## src/rtl/audio_pkg.sv

```systemverilog
// Shared audio-path definitions: sample width, I2S frame length, offset-binary midscale.
package audio_pkg;
  localparam int SAMPLE_W   = 16;
  localparam int FRAME_BITS = 32;
  localparam logic [SAMPLE_W-1:0] MIDSCALE = 16'h8000;

  typedef logic [SAMPLE_W-1:0] sample_t;

  // Offset-binary to two's complement: flipping the MSB moves midscale to zero.
  function automatic sample_t to_twos(input sample_t s);
    return s ^ MIDSCALE;
  endfunction
endpackage

```

## src/rtl/i2s_tx_if.sv

```systemverilog
// Sample stream handshake into the I2S transmitter (producer = master).
interface i2s_tx_if;
  import audio_pkg::*;
  sample_t sample_in;
  logic    sample_valid;
  logic    sample_ready;

  modport master (output sample_in, output sample_valid, input sample_ready);
  modport slave  (input sample_in, input sample_valid, output sample_ready);
endinterface

```

## src/rtl/i2s_bclk_gen.sv

```systemverilog
// Bit clock generator: CLK_DIV clk cycles per BCLK half-period, with a strobe
// that is high in the cycle whose closing edge drives BCLK from 1 to 0.
module i2s_bclk_gen #(
  parameter int CLK_DIV = 16
) (
  input  logic clk,
  input  logic rst_active_high,
  output logic bclk,
  output logic fall_evt
);
  localparam int DW = $clog2(CLK_DIV);
  localparam logic [DW-1:0] LAST = DW'(CLK_DIV - 1);

  logic [DW-1:0] div_cnt;
  logic          wrap;

  assign wrap     = (div_cnt == LAST);
  assign fall_evt = wrap && bclk;

  // Divider counts 0..CLK_DIV-1 and toggles BCLK on wrap.
  always_ff @(posedge clk or posedge rst_active_high) begin
    if (rst_active_high) begin
      div_cnt <= '0;
      bclk    <= 1'b0;
    end else if (wrap) begin
      div_cnt <= '0;
      bclk    <= ~bclk;
    end else begin
      div_cnt <= div_cnt + 1'b1;
    end
  end
endmodule

```

## src/rtl/i2s_tx.sv

```systemverilog
// I2S (Philips) mono transmitter: one-entry holding register, both channels
// carry the same two's-complement word, MSB one BCLK after the LRCLK edge.
// Build option: I2S_TX_UNDERRUN_HOLD_EN repeats the last word on underrun
// instead of sending silence.
module i2s_tx
  import audio_pkg::*;
#(
  parameter int CLK_DIV = 16
) (
  input  logic       clk,
  input  logic       rst_active_high,
  i2s_tx_if.slave    s,
  output logic       i2s_bclk,
  output logic       i2s_lrclk,
  output logic       i2s_sdata,
  output logic       underrun
);
  localparam int BW = $clog2(FRAME_BITS);

  logic          fall_evt;
  logic [BW-1:0] bit_cnt, k_next;
  logic [3:0]    sel;
  logic          accept, load, full, full_next;
  sample_t       hold, cur, cur_next;

  i2s_bclk_gen #(.CLK_DIV(CLK_DIV)) u_bclk (
    .clk             (clk),
    .rst_active_high (rst_active_high),
    .bclk            (i2s_bclk),
    .fall_evt        (fall_evt)
  );

  // Next-state for the frame word and the holding flag; the load happens on
  // the fall entering slot 1 so slot 0 can still send the previous LSB.
  always_comb begin
    k_next    = bit_cnt + 1'b1;
    accept    = s.sample_valid && s.sample_ready;
    load      = fall_evt && (k_next == BW'(1));
    cur_next  = cur;
    full_next = full;
    if (load) begin
      if (full) begin
        cur_next  = hold;
        full_next = 1'b0;
      end else begin
`ifdef I2S_TX_UNDERRUN_HOLD_EN
        cur_next = cur;
`else
        cur_next = '0;
`endif
      end
    end
    if (accept) full_next = 1'b1;
    // slot k%16 == 0 carries bit 0, otherwise bit 16 - k%16
    sel = 4'd0 - k_next[3:0];
  end

  // Handshake register, bit slot counter and serial output registers.
  always_ff @(posedge clk or posedge rst_active_high) begin
    if (rst_active_high) begin
      hold           <= '0;
      full           <= 1'b0;
      cur            <= '0;
      bit_cnt        <= BW'(FRAME_BITS - 1);
      i2s_lrclk      <= 1'b1;
      i2s_sdata      <= 1'b0;
      underrun       <= 1'b0;
      s.sample_ready <= 1'b0;
    end else begin
      underrun       <= 1'b0;
      full           <= full_next;
      s.sample_ready <= !full_next;
      if (accept) hold <= to_twos(s.sample_in);
      if (fall_evt) begin
        bit_cnt   <= k_next;
        i2s_lrclk <= k_next[BW-1];
        i2s_sdata <= cur_next[sel];
        cur       <= cur_next;
        if (load && !full) underrun <= 1'b1;
      end
    end
  end
endmodule

```

## src/flat_wrapper.sv

```systemverilog
// flat-port wrapper written by rule: the top's interface ports become plain ports
module i2s_tx_flat import audio_pkg::*;
#(
  parameter int CLK_DIV = 16
)
  (clk, rst_active_high, i2s_bclk, i2s_lrclk, i2s_sdata, underrun, s_sample_in, s_sample_valid, s_sample_ready);
  i2s_tx_if s_i ();
  input  logic clk;
  input  logic rst_active_high;
  output logic i2s_bclk;
  output logic i2s_lrclk;
  output logic i2s_sdata;
  output logic underrun;
  input wire logic [$bits(s_i.sample_in)-1:0] s_sample_in;
  input wire logic [$bits(s_i.sample_valid)-1:0] s_sample_valid;
  output wire logic [$bits(s_i.sample_ready)-1:0] s_sample_ready;
  assign s_i.sample_in = s_sample_in;
  assign s_i.sample_valid = s_sample_valid;
  assign s_sample_ready = s_i.sample_ready;
  i2s_tx #(.CLK_DIV(CLK_DIV)) u_core (.clk(clk), .rst_active_high(rst_active_high), .s(s_i), .i2s_bclk(i2s_bclk), .i2s_lrclk(i2s_lrclk), .i2s_sdata(i2s_sdata), .underrun(underrun));
endmodule
```

## config.mk

```make
export PLATFORM = sky130hd
export DESIGN_NAME = i2s_tx_flat
export DESIGN_NICKNAME = d
export VERILOG_FILES = /design/src/rtl/audio_pkg.sv /design/src/rtl/i2s_tx_if.sv /design/src/rtl/i2s_bclk_gen.sv /design/src/rtl/i2s_tx.sv /design/src/flat_wrapper.sv
export SDC_FILE = /design/constraint.sdc
export NUM_CORES = 1
export LEC_CHECK = 0
export ABC_AREA = 1
export BUFFER_PORTS_ARGS = -buffer_cell sky130_fd_sc_hd__buf_2
export CAP_MARGIN = 40
export CORE_MARGIN = 1.5
export CORE_UTILIZATION = 25
export CTS_CLUSTER_SIZE = 40
export DETAILED_ROUTE_END_ITERATION = 8
export PLACE_DENSITY = 0.49
export SLEW_MARGIN = 20
export SYNTH_ARGS = -nofsm -noshare
export SYNTH_HDL_FRONTEND = slang
export SYNTH_SLANG_ARGS = --single-unit
```

## constraint.sdc

```tcl
create_clock -name clk -period 3 [get_ports clk]
set_input_delay 0.6 -clock clk [delete_from_list [all_inputs] [get_ports clk]]
set_output_delay 0.6 -clock clk [all_outputs]
set_load 0.01 [all_outputs]
```

==> metrics.txt, run 1 <==
critical path data required time=3.19 ns; R2R Path Start=u_core.bit_cnt[0]; CTS Root Cell=clkbuf_8; leakage=1.33 nW; Post-synth EDFFs=0; Die Ht=97.8 um; top_reg_cell synth=dfrtp_1; gr usage total=10.5%; Clock Tree Buf Depth=2; largest net degree at the start of global routing=27; Tmin final=2.42 ns; Critical Path Fanout Max=19; Vias per Instance=4.31; synth-to-layout area growth=13.4%; crit path capture type=flop; vias in the first global route=1778; TritonCTS buffer count=5; Max Freq=412 MHz; row cnt=34; CP startpoint kind=flop; GRT overflow=0; end-of-flow core utilization=29.2%; IO buf count=23; status=completed; drt drc=0; fin area=0.00254 mm^2; post-DR wirelength/cell=11.3 um; initial antenna violation count=0; Hold Buf Count CTS=0; register area share after synthesis=51.6%; r2r endpoint=u_core.i2s_sdata; Ys Warns=0; Max IR drop VDD=0.217 mV; fin crit share=80.8%; Reg2Reg Setup Slack=0.58 ns; setup TNS=0 ns; RD Place Congestion=0.857; post-placement cell count=393; Core ar.=0.00872 mm^2; Post-Layout Cell Count=401; Synth Net Count=292; setup ws final=0.575 ns; global-route wire length before repair=8.18 mm; Slew Viols, Final=0; reg2reg path depth=16; crit path kind=flop to flop; Post-CTS Resized=0; 1st-pass router iterations=4; hpwl dp=3.29 mm; Pwr Density=622 mW/mm^2; Synth Cell Area=0.00224 mm^2; RSZ-0062 raised after global routing=no; register bit total from synthesis=46; clock-pin slew on the worst setup and hold paths=0.09 ns; max cap viols=0; diodes inserted=0; Initial Utilization=25.7%; hold crit path type=primary input to async pin; commonest cells after routing, fill and taps aside=108 x nand2_1, 41 x dfrtp_1, 25 x nand3_1; initial drt markers=71; Synth cell types=26; Setup Slack @ Placement=0.600 ns; final wirelength=4.54 mm; worst setup path endpoint=u_core.i2s_sdata; # nets final=314; final hold viol count=0; Syn Area/Cell=8.31 um^2; io pins=24; Worst-Margin Slew=0.569 ns; Synth Instances=270; share of cells above drive strength 1=17.7%; clock skew=0.00898 ns; total number of vias=1727; Sink Count=46; H-tree depth=2; TritonCTS clock tree=built; Setup Buffers After CTS=0; Relative slew margins=62.0%; commonest non-fill, non-tap cell in the layout=nand2_1; dpl cell area=0.00245 mm^2; die width=97.8 um; asr flop ratio synth=100%; ANT nets after route=0; Critical path origin=u_core.bit_cnt[0]; Data arrival, critical path=2.62 ns; Die Area=0.00956 mm^2; worst skew pair latency=0.30 ns; final setup violation count=0
==> cell families after synthesis <==
| family | Yosys count | share of synthesized area, % |
|---|---|---|
| XOR/XNOR | 4 | 1.56 |
| buffers and inverters | 34 | 7.08 |
| adder cells (fa/ha/maj) | 3 | 1.67 |
| flip-flops | 46 | 51.6 |
| AND/OR/NAND/NOR | 173 | 35.9 |
| AO/OA/AOI/OAI | 10 | 2.23 |
==> cell usage after synthesis (2+ instances only) <==
| cell | instances | area [um^2] |
|---|---|---|
| nor2_1 | 11 | 41.3 |
| o21ai_0 | 5 | 25.0 |
| dfstp_2 | 5 | 131 |
| nor2_4 | 2 | 22.5 |
| buf_6 | 3 | 33.8 |
| ha_1 | 3 | 37.5 |
| nand2_1 | 108 | 405 |
| buf_4 | 2 | 15.0 |
| inv_1 | 23 | 86.3 |
| dfrtp_1 | 41 | 1030 |
| nand2_2 | 6 | 37.5 |
| nand2_4 | 2 | 22.5 |
| nand3_1 | 25 | 125 |
| and2_1 | 3 | 18.8 |
| nand3_2 | 2 | 20.0 |
| xor2_1 | 4 | 35.0 |
| a21oi_1 | 4 | 20.0 |
| clkbuf_1 | 3 | 11.3 |
| nand4_1 | 3 | 18.8 |
| nand3b_1 | 9 | 67.6 |
==> worst max-delay path: stages, from the launching register on <==
cell and delay [ns]:
dfstp_2 0.62, ha_1 0.25, inv_1 0.06, nand2_1 0.09, nand3_2 0.08, nor2_4 0.36
nand2_4 0.22, nand2_1 0.11, nand2_1 0.07, nand2_1 0.06, nand2_1 0.05, nor2_1 0.08
nand2_1 0.07, nand3_2 0.05, nand2_1 0.05, nand2_1 0.05, nand2_1 0.04
==> per-stage QoR <==
step,hold WS (ns),total power (W)
detailed placement,0.454,0.00120
global placement,0.450,0.00118
finish,0.303,0.00158
global route,0.325,0.00170
CTS,0.313,0.00161
floorplan,0.437,0.00110
==> layout make-up <==
cell class,instances,area [um^2]
timing repair buffer,24,135
multi-input combinational,190,928
clock buffer,7,86.3
sequential,46,1160
clock inverter,1,8.76
tap,108,135
inverter,25,93.8
fill,937,6180
==> worst min-delay path by stage <==
| stage | start | endpoint | depth (start not counted) |
|---|---|---|---|
| final | rst_active_high | u_core.hold[15] | 2 |
| after floorplan | u_core.cur[11] | u_core.cur[11] | 2 |
| after global routing | rst_active_high | u_core.hold[15] | 2 |
| after detailed placement | u_core.cur[3] | u_core.cur[3] | 2 |
| after global placement | u_core.cur[5] | u_core.cur[5] | 2 |
| after CTS | rst_active_high | u_core.hold[15] | 2 |
==> routing by layer <==
metal,vias up,global-route usage (%),share of wire (%)
met4,0,3.96,1.4
li1,882,-,-
met5,-,0,0
met2,34,16.7,45
met3,6,2.58,4.3
met1,805,13.8,49
==> flip-flops by register name (all words and copies together), names as in the netlist <==
name	flops
u_core.u_bclk.div_cnt	4
u_core.full	1
u_core.i2s_sdata	1
u_core.underrun	1
u_core.u_bclk.bclk	1
u_core.bit_cnt	5
u_core.s.sample_ready	1
u_core.cur	16
u_core.hold	16
==> power by group <==
| group | leakage [nW] | internal [W] | switching [W] |
|---|---|---|---|
| Combinational | 0.719 | 0.000139 | 0.000173 |
| Clock | 0.0489 | 0.000191 | 0.000213 |
| Sequential | 0.564 | 0.000783 | 0.0000844 |
Note: power is estimated with default switching activity, not from simulation.
==> run 2: changes to the inputs <==
ABC_AREA = 0   (was 1)
PLACE_DENSITY = 0.48   (was 0.49)
clock period = 2.46 ns   (was 3 ns; I/O delays follow)
==> run 2 against run 1 <==
Against the previous run:
- worst setup slack lost 0.54 ns
- global-route usage is essentially flat
- register-to-register slack lost 0.54 ns
- the run now ends with design-rule violations left
- utilization grew 3.3 points
- fmax is essentially flat
- critical endpoint unchanged
==> metrics.txt, run 2 <==
status=complete, but fails checks; failing checks=design-rule violations; Vias per Instance=4.60 (+6.8%); Die Area=0.00977 mm^2 (+2.2%); drt drc=1 (+1); end-of-flow core utilization=32.5% (+3.3 points); Synth Cell Area=0.00230 mm^2 (+2.3%); commonest cells after routing, fill and taps aside=41 x dfrtp_1, 39 x nand2_1, 23 x buf_2; setup TNS=0 ns (unchanged); final hold viol count=0 (unchanged); worst skew pair latency=0.29 ns (about the same); CTS Root Cell=clkbuf_8; top cells by count, synth=41 x dfrtp_1, 39 x nand2_1, 15 x mux2_2; Synth Net Count=241 (-17%); gr usage total=10.5% (-0.012 points); 1st-pass router iterations=6 (+2); GRT overflow=0 (unchanged); share of cells above drive strength 1=36.6% (+19 points); reg2reg path depth=8 (-8); Critical Path Fanout Max=17 (-2); Relative slew margins=54.7% (-7.3 points); RD Place Congestion=0.749 (-13%); initial antenna violation count=0 (unchanged); asr flop ratio synth=100% (unchanged); Reg2Reg Setup Slack=0.04 ns (-0.54 ns); row cnt=34 (unchanged); die width=98.8 um (+1.1%); max cap viols=0 (unchanged); global-route wire length before repair=8.33 mm (+1.8%); Ys Warns=0 (unchanged); dpl cell area=0.00261 mm^2 (+6.7%); CP startpoint kind=flop; synth-to-layout area growth=24.5%; Synth Instances=219 (-19%); fin area=0.00286 mm^2 (+12%); hpwl dp=3.55 mm (+8.0%); critical path data required time=2.61 ns (-0.58 ns); commonest non-fill, non-tap cell in the layout=dfrtp_1; final setup violation count=0 (unchanged); register bit total from synthesis=46 (unchanged); Synth cell types=48 (+85%); Max IR drop VDD=0.374 mV (+72%); R2R Path Start=u_core.bit_cnt[0]; Largest regs=u_core.cur: 16 flops, u_core.hold: 16 flops, u_core.bit_cnt: 5 flops; Critical path origin=u_core.bit_cnt[0]; diodes inserted=0 (unchanged); hold crit path type=primary input to async pin; setup ws final=0.0359 ns (-0.540 ns); M2 GR Usage=17.2% (+0.47 points); met1 Usage GRT=14.4% (+0.55 points); Storage cell area=0.00116 mm^2 (unchanged); grt met3 use=2.06% (-0.52 points); Worst-Margin Slew=0.677 ns (+0.109 ns); Clock Tree Buf Depth=2 (unchanged); worst setup path endpoint=u_core.i2s_sdata; ANT nets after route=0 (unchanged); most frequent cell after synthesis=dfrtp_1; io pins=24 (unchanged); IO buf count=23 (unchanged); register area share after synthesis=50.4% (-1.2 points); leakage=1.29 nW (-3.3%); largest net degree at the start of global routing=21 (-22%); Fill cells=909 (-3.0%); H-tree depth=2 (unchanged); TritonCTS clock tree=built; Synth top area share=44.7% (-1.0 points); # nets final=278 (-11%); total number of vias=1679 (-2.8%); Pwr Density=537 mW/mm^2 (-14%); initial drt markers=78 (+9.9%); vias in the first global route=1745 (-1.9%); Core ar.=0.00881 mm^2 (+0.98%); post-DR wirelength/cell=13.2 um (+16%); crit path kind=flop to flop; Die Ht=98.8 um (+1.1%); top post-synthesis cells by area=dfrtp_1 45%, mux2_2 7.4%, nand2_1 6.4%, dfstp_2 5.7%, mux2i_1 3.1%; clock skew=0.00923 ns (+0.000245 ns); Post-synth EDFFs=0 (unchanged); Max Freq=413 MHz (about the same); clock-pin slew on the worst setup and hold paths=0.09 ns (about the same); global routing's busiest layer=met2; crit path capture type=flop; fin crit share=98.5% (+18 points); Setup Slack @ Placement=0.0157 ns (-0.584 ns); area of the multi-input gates=0.00115 mm^2 (+24%); r2r endpoint=u_core.i2s_sdata; final wirelength=4.80 mm (+5.8%); TritonCTS buffer count=5 (unchanged); Tmin final=2.42 ns (-0.000495 ns); Syn Area/Cell=10.5 um^2 (+26%); Initial Utilization=26.1% (+0.33 points); Slew Viols, Final=0 (unchanged); Data arrival, critical path=2.58 ns (-0.04 ns); top_reg_cell synth=dfrtp_1; area leader, netlist=dfrtp_1; Hold Buf Count CTS=0 (unchanged); Total Power=0.00153 W (-3.1%); Sink Count=46 (unchanged)
## run 2: cell count changes in the layout (fill, tap and decap cells not counted), sizes merged, moves of 3 or more
cell | previous run | this run
o31ai | 0 | 6
nand2 | 116 | 40
xnor2 | 0 | 6
nor2 | 14 | 8
o21ai | 6 | 20
inv | 25 | 5
mux2 | 0 | 15
o311ai | 0 | 3
mux2i | 0 | 7
nand3b | 9 | 1
and2 | 3 | 0
buf | 24 | 45
nand3 | 27 | 5
## run 2: cell families (layout without fill, tap and decap cells)
group,Yosys count,after routing,share of synthesized area [%]
flops,46,46,50.4
mux,22,22,10.4
fa+ha+maj,3,3,1.64
simple gates,68,68,13.6
xor+xnor,9,9,3.76
compound gates,51,51,15.6
buf+inv,20,58,4.63
## run 2: per-layer routing
| layer | wire (um) | share of wire [%] | vias up |
|---|---|---|---|
| met4 | 56 | 1.2 | 0 |
| met3 | 109 | 2.3 | 6 |
| met1 | 2420 | 50 | 799 |
| met2 | 2220 | 46 | 28 |
| li1 | - | - | 846 |
| met5 | 0 | 0 | - |
## run 2: area by class of cell
cell class / instances / area share [%]
clock buffers: 6 / 2.54
clock inverters: 2 / 0.481
inverters: 5 / 0.656
multi-input cells: 153 / 40.4
flip-flops and latches: 46 / 40.5
well taps: 108 / 4.73
repair buffers: 45 / 10.8
## run 2: critical path: stages, from the launching register on
cell,delay (ns)
dfstp_2,0.58
ha_4,0.16
nand3_2,0.09
xnor2_2,0.17
or3_4,0.42
buf_4,0.22
mux2i_1,0.15
a221oi_2,0.35
o32ai_2,0.15
## run 2: through the flow
step / hold WS [ns] / std cells
after global routing: 0.211 / 365
final: 0.185 / 365
after floorplan: 0.444 / 219
after global placement: 0.468 / 352
after detailed placement: 0.470 / 352
after CTS: 0.196 / 360
## run 2: where the power goes
part           internal (W)  switching (W)
clock network      0.000201       0.000252
registers          0.000835      0.0000535
logic              0.000105      0.0000880
total               0.00114       0.000393
## run 2: what timing repair did
action | 4_1_cts | 5_1_grt
pin swaps | 0 | 7
setup buffers | 0 | 5
setup endpoints to repair | 1 | 1
resized for setup | 2 | 20
## run 2: worst min-delay path by stage
stage	start	end	slack [ns]	cells after the start
finish	rst_active_high	u_core.hold[9]	0.18	2
global route	rst_active_high	u_core.hold[11]	0.21	2
CTS	rst_active_high	u_core.hold[11]	0.20	2
detailed placement	u_core.cur[12]	u_core.cur[12]	0.47	1
global placement	u_core.cur[5]	u_core.cur[5]	0.47	2
floorplan	u_core.cur[9]	u_core.cur[9]	0.44	2
